$ cat src/rtl/mem_access_stage_pkg.sv
// Shared types and constants for the memory-access pipeline stage.
package mem_stage_pkg;

    typedef enum logic [1:0] {
        IDLE,
        ACCESS,
        DONE
    } state_t;

    localparam int MEMREAD_BIT  = 0;
    localparam int MEMWRITE_BIT = 1;
    localparam int CTRL_MEM_W   = 2;
    localparam int CTRL_WB_W    = 2;
    localparam int REG_W        = 5;

    // Exactly one of MemRead/MemWrite set; 11 is illegal, 00 is a non-memory op.
    function automatic logic is_mem_op(input logic [CTRL_MEM_W-1:0] ctrl);
        return ctrl[MEMREAD_BIT] ^ ctrl[MEMWRITE_BIT];
    endfunction

endpackage

$ cat src/rtl/mem_access_stage_if.sv
// Data-memory request/acknowledge bus between the memory stage and the data memory.
interface mem_access_stage_if #(
    parameter int DATA_W = 32
);
    logic              req;
    logic              we;
    logic [DATA_W-1:0] addr;
    logic [DATA_W-1:0] wdata;
    logic              ack;
    logic [DATA_W-1:0] rdata;

    modport master (output req, we, addr, wdata, input ack, rdata);
    modport slave  (input req, we, addr, wdata, output ack, rdata);
endinterface

$ cat src/rtl/mem_access_stage.sv
// Memory stage between EX_MEM and MEM_WB: variable-latency load/store with upstream stall,
// bubble insertion toward MEM_WB, illegal-control detection and an access timeout.
module mem_access_stage
    import mem_stage_pkg::*;
#(
    parameter int DATA_W  = 32,
    parameter int TIMEOUT = 255,
    parameter int CNT_W   = 8
) (
    input  logic                  clk,
    input  logic                  rst_n,
    input  logic [CTRL_MEM_W-1:0] control_mem_in,
    input  logic [CTRL_WB_W-1:0]  control_wb_in,
    input  logic [DATA_W-1:0]     ALU_result_in,
    input  logic [DATA_W-1:0]     Write_data_in,
    input  logic [REG_W-1:0]      Write_reg_in,
    mem_access_stage_if.master    dmem,
    output logic                  stall,
    output logic                  mem_err,
    output logic [CTRL_WB_W-1:0]  control_wb_out,
    output logic [DATA_W-1:0]     Read_data_out,
    output logic [DATA_W-1:0]     ALU_result_out,
    output logic [REG_W-1:0]      Write_reg_out
);

    state_t                state;
    logic [CTRL_MEM_W-1:0] h_mem;
    logic [CTRL_WB_W-1:0]  h_wb;
    logic [DATA_W-1:0]     h_alu;
    logic [DATA_W-1:0]     h_wdata;
    logic [REG_W-1:0]      h_reg;
    logic [DATA_W-1:0]     rd_q;
    logic [CNT_W-1:0]      cnt;
    logic                  timeout_hit;

    assign timeout_hit = (cnt == CNT_W'(TIMEOUT - 1));

    // NOTE: sequential state uses non-blocking assignments so every register samples pre-edge values.
    always_ff @(posedge clk or negedge rst_n) begin
        if (!rst_n) begin
            state   <= IDLE;
            h_mem   <= '0;
            h_wb    <= '0;
            h_alu   <= '0;
            h_wdata <= '0;
            h_reg   <= '0;
            rd_q    <= '0;
            cnt     <= '0;
        end else begin
            case (state)
                IDLE: begin
                    if (is_mem_op(control_mem_in)) begin
                        h_mem   <= control_mem_in;
                        h_wb    <= control_wb_in;
                        h_alu   <= ALU_result_in;
                        h_wdata <= Write_data_in;
                        h_reg   <= Write_reg_in;
                        cnt     <= '0;
                        state   <= ACCESS;
                    end
                end
                ACCESS: begin
                    if (dmem.ack) begin
                        rd_q  <= h_mem[MEMREAD_BIT] ? dmem.rdata : '0;
                        state <= DONE;
                    end else if (timeout_hit) begin
                        // Squash: the instruction retires with no register write-back.
                        h_wb  <= '0;
                        rd_q  <= '0;
                        state <= DONE;
                    end else begin
                        cnt <= cnt + CNT_W'(1);
                    end
                end
                DONE:    state <= IDLE;
                default: state <= IDLE;
            endcase
        end
    end

    // NOTE: every output gets a default first so no path through the block can infer a latch.
    always_comb begin
        stall          = 1'b0;
        mem_err        = 1'b0;
        control_wb_out = '0;
        Read_data_out  = '0;
        ALU_result_out = '0;
        Write_reg_out  = '0;
        dmem.req       = 1'b0;
        dmem.we        = 1'b0;
        dmem.addr      = '0;
        dmem.wdata     = '0;
        // Outputs are gated by rst_n so the IDLE pass-through cannot leak inputs during reset.
        if (rst_n) begin
            case (state)
                IDLE: begin
                    if (control_mem_in == '0) begin
                        control_wb_out = control_wb_in;
                        ALU_result_out = ALU_result_in;
                        Write_reg_out  = Write_reg_in;
                    end else if (is_mem_op(control_mem_in)) begin
                        stall = 1'b1;
                    end else begin
                        mem_err = 1'b1;
                    end
                end
                ACCESS: begin
                    stall      = 1'b1;
                    dmem.req   = 1'b1;
                    dmem.we    = h_mem[MEMWRITE_BIT];
                    dmem.addr  = h_alu;
                    dmem.wdata = h_wdata;
                    mem_err    = !dmem.ack && timeout_hit;
                end
                DONE: begin
                    control_wb_out = h_wb;
                    Read_data_out  = rd_q;
                    ALU_result_out = h_alu;
                    Write_reg_out  = h_reg;
                end
                default: ;
            endcase
        end
    end

endmodule

$ cat src/flat_wrapper.sv
// flat-port wrapper written by rule: the top's interface ports become plain ports
module mem_access_stage_flat import mem_stage_pkg::*;
#(
    parameter int DATA_W  = 32,
    parameter int TIMEOUT = 255,
    parameter int CNT_W   = 8
)
  (clk, rst_n, control_mem_in, control_wb_in, ALU_result_in, Write_data_in, Write_reg_in, stall, mem_err, control_wb_out, Read_data_out, ALU_result_out, Write_reg_out, dmem_req, dmem_we, dmem_addr, dmem_wdata, dmem_ack, dmem_rdata);
  mem_access_stage_if #(.DATA_W(DATA_W)) dmem_i ();
  input  logic clk;
  input  logic rst_n;
  input  logic [CTRL_MEM_W-1:0] control_mem_in;
  input  logic [CTRL_WB_W-1:0] control_wb_in;
  input  logic [DATA_W-1:0] ALU_result_in;
  input  logic [DATA_W-1:0] Write_data_in;
  input  logic [REG_W-1:0] Write_reg_in;
  output logic stall;
  output logic mem_err;
  output logic [CTRL_WB_W-1:0] control_wb_out;
  output logic [DATA_W-1:0] Read_data_out;
  output logic [DATA_W-1:0] ALU_result_out;
  output logic [REG_W-1:0] Write_reg_out;
  output wire logic [$bits(dmem_i.req)-1:0] dmem_req;
  output wire logic [$bits(dmem_i.we)-1:0] dmem_we;
  output wire logic [$bits(dmem_i.addr)-1:0] dmem_addr;
  output wire logic [$bits(dmem_i.wdata)-1:0] dmem_wdata;
  input wire logic [$bits(dmem_i.ack)-1:0] dmem_ack;
  input wire logic [$bits(dmem_i.rdata)-1:0] dmem_rdata;
  assign dmem_req = dmem_i.req;
  assign dmem_we = dmem_i.we;
  assign dmem_addr = dmem_i.addr;
  assign dmem_wdata = dmem_i.wdata;
  assign dmem_i.ack = dmem_ack;
  assign dmem_i.rdata = dmem_rdata;
  mem_access_stage #(.DATA_W(DATA_W), .TIMEOUT(TIMEOUT), .CNT_W(CNT_W)) u_core (.clk(clk), .rst_n(rst_n), .control_mem_in(control_mem_in), .control_wb_in(control_wb_in), .ALU_result_in(ALU_result_in), .Write_data_in(Write_data_in), .Write_reg_in(Write_reg_in), .dmem(dmem_i), .stall(stall), .mem_err(mem_err), .control_wb_out(control_wb_out), .Read_data_out(Read_data_out), .ALU_result_out(ALU_result_out), .Write_reg_out(Write_reg_out));
endmodule
$ cat config.mk
export PLATFORM = sky130hd
export DESIGN_NAME = mem_access_stage_flat
export DESIGN_NICKNAME = d
export VERILOG_FILES = /design/src/rtl/mem_access_stage_pkg.sv /design/src/rtl/mem_access_stage_if.sv /design/src/rtl/mem_access_stage.sv /design/src/flat_wrapper.sv
export SDC_FILE = /design/constraint.sdc
export NUM_CORES = 1
export LEC_CHECK = 0
export CAP_MARGIN = 20
export CORE_MARGIN = 10
export CORE_UTILIZATION = 42
export DETAILED_ROUTE_END_ITERATION = 10
export GPL_TIMING_DRIVEN = 0
export PLACE_DENSITY = 0.82
export RECOVER_POWER = 50
export SYNTH_ARGS = -nofsm -noshare
export SYNTH_HDL_FRONTEND = slang
export SYNTH_SLANG_ARGS = --single-unit
$ cat constraint.sdc
create_clock -name clk -period 2.4 [get_ports clk]
set_input_delay 0.36 -clock clk [delete_from_list [all_inputs] [get_ports clk]]
set_output_delay 0.36 -clock clk [all_outputs]
set_load 0.03 [all_outputs]
==> results.py <==
metrics = {
    "status": {
        "status": "complete, but fails checks",
        "violations": "capacitance limit, slew limit",
    },
    "cells_and_area": {
        "fin_util_pct": 68.0,
        "multi_input_comb_area_um2": 2530,
        "final_nets": 865,
        "top_regs": "u_core.h_alu (32), u_core.h_wdata (32), u_core.rd_q (32)",
        "synthToLayoutAreaGrowth_pct": 56.0,
        "fillers": 947,
        "drive_above_1_share_pct": 36.8,
        "n_antenna_cell": 0,
        "register_area_um2": 2880,
    },
    "route": {
        "drc": 0,
        "drt_iter0_markers": 230,
        "first_pass_iters": 4,
        "wl_per_cell_um": 21.3,
        "viasPerCell": 5.32,
        "postRouteAntennaNets": 0,
        "wl_um": 19900,
        "via_count": 4992,
    },
    "worst_setup_path": {
        "crit_buf_inv": 4,
        "regToRegSetupSlack_ns": 0.17,
        "crit_chain": "buf_6 > nor2b_4 > nor2b_4 > buf_12 > clkbuf_8 > a22o_1 > buf_2",
        "required_ns": 2.04,
        "startpoint_type": "flop",
        "cp-end-kind": "output port",
        "cp.arrival_ns": 1.96,
        "crit_type": "reg2out",
        "critical_path.max_fanout": 10,
        "crit_slowest_cell": "dfrtp_1",
        "crit_path_frequent_cell": "nor2b_4",
        "critPathTopFamily": "buffers and inverters",
        "cp_slowest_stage_delay_ns": 0.44,
    },
    "sta": {
        "fin_crit_sh_pct": 96.6,
        "hold_violations": 0,
        "maxSlewViolCount": 39,
        "whs_ns": 0.0593,
        "timing.fmax_mhz": 431,
        "tightestPinTransition_ns": 2.05,
        "rsz0062_at_grt": "true",
        "slew_headroom_pct": -36.9,
        "setup_tns_ns": 0,
        "finalSetupViolations": 0,
        "finClkSkew_ns": 0.00543,
        "period_minus_slack_ns": 2.32,
    },
    "synthesis": {
        "synth-xor-area-share_pct": 0,
        "synthAdderAreaFrac_pct": 0.899,
        "synth_simple_gate_area_share_pct": 15.7,
        "ys_ff_latch": 115,
        "synth-main-ff-cell": "dfrtp_1",
        "ys_types": 39,
        "yosysSeqAreaShare_pct": 51.7,
        "syn_avg_cell_area_um2": 11.7,
        "synth_compound_area_share_pct": 13.4,
        "synth_nets": 588,
        "synth_mux_area_share_pct": 14.5,
        "synth_edf_count": 0,
        "yosys_warnings": 0,
        "synth_top_family_by_area": "simple AND/OR/NAND/NOR gates",
        "synth_cells": 476,
        "synthArstFlopShare_pct": 100,
        "synth_area_um2": 5560,
    },
    "clocking": {
        "cts_max_level": 4,
        "path_clk_slew_ns": 0.05,
        "cts_tree": "built",
        "clock_sinks": 115,
        "root_buffer": "clkbuf_16",
        "worstSkewPairLatency_ns": 0.40,
        "ctsLongestPathBuffers": 2,
        "cts_inserted_buffers": 17,
    },
    "grt": {
        "grt-ovfl-total": 0,
        "grt_usage_pct": 21.2,
        "antenna_found_initial": 0,
        "grt_first_pass_wirelength_um": 30800,
        "grt_pass1_vias": 5500,
        "grt_max_degree": 44,
    },
    "floorplanning": {
        "die-area_um2": 18300,
        "row_count": 41,
        "ioPinCount": 247,
        "core_area_um2": 12800,
        "die_h_um": 135,
        "chipWidth_um": 135,
        "start_util_pct": 43.6,
    },
    "placed_design": {
        "hpwlAfterDp_um": 14500,
        "port_buffers": 246,
        "routabilityCongestion": 0.858,
    },
    "job": {
        "maxCapViolations": 1,
    },
    "power": {
        "leakagePower_nw": 4.34,
        "ir_worst_vdd_mv": 0.586,
        "power_density_nw_per_um2": 1090,
    },
    "hold_path": {
        "holdCritPathClass": "in2async",
    },
}
==> Yosys cell counts (all sizes together) (2+ instances only) <==
| cell type | count | share of area (%) |
|---|---|---|
| dfrtp | 115 | 52 |
| and3 | 72 | 8.1 |
| mux2 | 71 | 14 |
| a22o | 65 | 10 |
| and2 | 34 | 3.8 |
| clkbuf | 29 | 2.0 |
| nor2 | 14 | 0.94 |
| buf | 13 | 1.1 |
| inv | 9 | 0.61 |
| a21oi | 6 | 0.54 |
| nor2b | 5 | 0.70 |
| ha | 4 | 0.90 |
| nand2 | 4 | 0.27 |
| o21ai | 4 | 0.36 |
| nand3 | 3 | 0.27 |
| a21o | 2 | 0.27 |
| a22oi | 2 | 0.27 |
| a31oi | 2 | 0.22 |
| and2b | 2 | 0.27 |
| nand2b | 2 | 0.22 |
| nand4 | 2 | 0.22 |
| nor3 | 2 | 0.18 |
| nor4b | 2 | 0.31 |
==> per-stage QoR <==
stage / total power, mW / cells / instance area (µm²) / setup slack [ns]
CTS: 9.56 / 939 / 8920 / 0.0000271
global route: 9.99 / 938 / 8680 / -0.00205
detailed placement: 7.17 / 895 / 8270 / -1.58
floorplan: 5.68 / 476 / 5560 / 0.377
finish: 9.47 / 938 / 8680 / 0.0817
global placement: 6.99 / 894 / 8240 / -5.15
==> tightest hold or removal path: stages <==
cell and delay [ns]:
buf_12 0.10, buf_16 0.13, buf_12 0.21
==> final cells by class <==
class / instances / share of cell area (%)
buffer: 41 / 3.06
clock buffer: 28 / 5.95
clock inverter: 4 / 0.519
inverter: 9 / 0.389
multi-input combinational: 310 / 29.2
sequential: 115 / 33.2
tap: 172 / 2.48
timing repair buffer: 259 / 25.3
==> logic make-up (layout without fill, tap and decap cells) <==
kind of cell             Yosys count  after routing
adder cells (fa/ha/maj)            4              4
AND/OR/NAND/NOR                  145            145
AO/OA/AOI/OAI                     89             89
multiplexers                      72             72
buffers and inverters             51            341
flip-flops                       115            115
==> report_power, final <==
group / internal [mW] / switching (mW)
combinational: 1.74 / 1.96
clock: 1.56 / 0.819
sequential: 2.83 / 0.573
==> timing repair <==
item                                   4_1_cts  5_1_grt
gates resized for setup                    548       96
gates cloned                                 3        0
pin swaps                                    2        4
hold buffers                                 3        0
endpoints found under the hold margin       43        0
setup buffers                                6        0
setup endpoints to repair                  139      132
==> cells in the final DEF, fill, tap and decap left out, drive strengths merged, types with 6 or more instances in the layout <==
cell type and instances:
and3 72, a21oi 6, clkdlybuf4s15 19, buf 83, mux2 71, and2 34, dfrtp 115, dlygate4sd2 8
inv 9, a22o 65, clkbuf 108, clkdlybuf4s50 104, nor2 14
==> worst paths after layout <==
check	from	end	cells past startpoint
worst min register to register	u_core.h_wdata[31]	u_core.h_wdata[31]	1
worst max-delay path	u_core.state[1]	ALU_result_out[21]	7
min in group clk	control_mem_in[1]	u_core.h_mem[1]	2
worst min-delay path	rst_n	u_core.h_reg[1]	3
worst max register to register	u_core.state[1]	u_core.h_wdata[27]	5
max in group asynchronous	rst_n	u_core.h_wdata[22]	2
==> routing by layer <==
metal / wire, µm / global-route usage (%)
met4: 209 / 5.98
met2: 10100 / 36.7
met5: 0 / 0
met3: 1820 / 8.23
met1: 7860 / 23.8
Note: power is estimated with default switching activity, not from simulation.
==> RTL edit: new RTL, same settings <==
Change the package constant `CTRL_WB_W` from 2 to 4.
--- a/src/rtl/mem_access_stage_pkg.sv
+++ b/src/rtl/mem_access_stage_pkg.sv
@@ -10,7 +10,7 @@
     localparam int MEMREAD_BIT  = 0;
     localparam int MEMWRITE_BIT = 1;
     localparam int CTRL_MEM_W   = 2;
-    localparam int CTRL_WB_W    = 2;
+    localparam int CTRL_WB_W    = 4;
     localparam int REG_W        = 5;
 
     // Exactly one of MemRead/MemWrite set; 11 is illegal, 00 is a non-memory op.
Interface: changed (resized control_wb_in and control_wb_out); port bits go from 247 to 251. No check against the original RTL was run, so the function may have changed too.
==> RTL edit against the unedited design <==
The run still ends with capacitance limit, slew limit left; count of clock-buffer cells in the layout down 4; sequential share of layout area down 0.70 points; area after synthesis up 1.6%; power down 1.3%; register-to-register slack better by 0.03 ns; setup slack worse by 0.042 ns; cell count up 19%; cell area up 3.9%; combinational power down 5.7%; sequential cell count up 2; non-clock buffer count up 26; clock skew about the same; routed wire length up 7.7%.
==> RTL edit: results (changes against the unedited design) <==
Placement
  – # port buffers: 250 (was 246)
  – RePlAce Congestion: 0.8585 (was 0.8584)
  – Placed cell area: 8404 um^2 (was 8270 um^2)

Synthesis
  – Synth cell types: 28 (was 39)
  – Mean post-synth cell area: 8.888 um^2 (was 11.69 um^2)
  – Most instantiated cells after synthesis: nand2_1, dfrtp_1, and3_1, a22o_1, clkbuf_1 (was dfrtp_1, and3_1, mux2_2, a22o_1, and2_1)
  – Seq/Total Area, Yosys: 51.79% (was 51.72%)
  – Post-Syn Nets: 750 (was 588)

Floorplanning
  – Die Wd: 136.0 um (was 135.1 um)

Job
  – MaxCap Viol Count: 1 (unchanged)

Power and ir drop
  – Leakage dissipation: 4.916 nW (was 4.338 nW)
  – Peak VDD IR: 0.7014 mV (was 0.5862 mV)

Cells and area
  – Clock buffers: 24 (was 28)
  – Clock network area share: 6.895% (was 6.471%)

Status
  – Failing checks: capacitance limit, slew limit (unchanged)
  – Status: finished with violations (unchanged)

Global route
  – Largest net degree at the start of global routing: 46 (was 44)
  – Vias in the first global route: 5927 (was 5500)
  – GR met2 Demand/Resource: 38.07% (was 36.73%)
  – Met1 Track Usage GR: 27.56% (was 23.80%)
  – Met3 usage: 9.742% (was 8.234%)

Drt
  – DR WL/cell: 19.19 um (was 21.26 um)
  – Via Count: 5781 (was 4992)
  – Routed met3 length: 2013 um (was 1817 um)

Critical path
  – Max FO, Critical Path: 5 (was 10)
  – FF-to-FF setup slack: 0.20 ns (was 0.17 ns)

Clock tree
  – Post-CTS Setup Bufs: 13 (was 6)
  – Post-CTS Resized: 499 (was 548)

STA
  – Final setup skew: 0.005359 ns (was 0.005425 ns)
  – Max Slew Vio Count: 30 (was 39)
-- RTL edit: cell count changes in the layout (fill, tap and decap cells not counted), moves of 6 or more --
cell and change:
mux2_2 -70, clkbuf_2 -30, buf_2 +28, buf_4 -6, clkbuf_1 +7, dlygate4sd2_1 +21
nand2_1 +219
-- RTL edit: worst register-to-register path, cell delays in order, from the launching register on --
cell	delay (ns)
dfrtp_1	0.33
buf_6	0.17
clkinvlp_4	0.15
clkbuf_1	0.15
nand3_1	0.30
clkbuf_1	0.41
buf_1	0.42
nand2_1	0.12
nand2_1	0.09
-- RTL edit: cells by family (layout without fill, tap and decap cells) --
| group | count (synthesis) | after routing | synth area share (%) |
|---|---|---|---|
| adders and majority gates | 4 | 4 | 0.8854 |
| buffers and inverters | 57 | 364 | 4.028 |
| muxes | 6 | 6 | 1.085 |
| and+or+nand+nor | 365 | 365 | 29.84 |
| DFF | 117 | 117 | 51.79 |
| AOI/OAI and AO/OA | 87 | 87 | 12.37 |
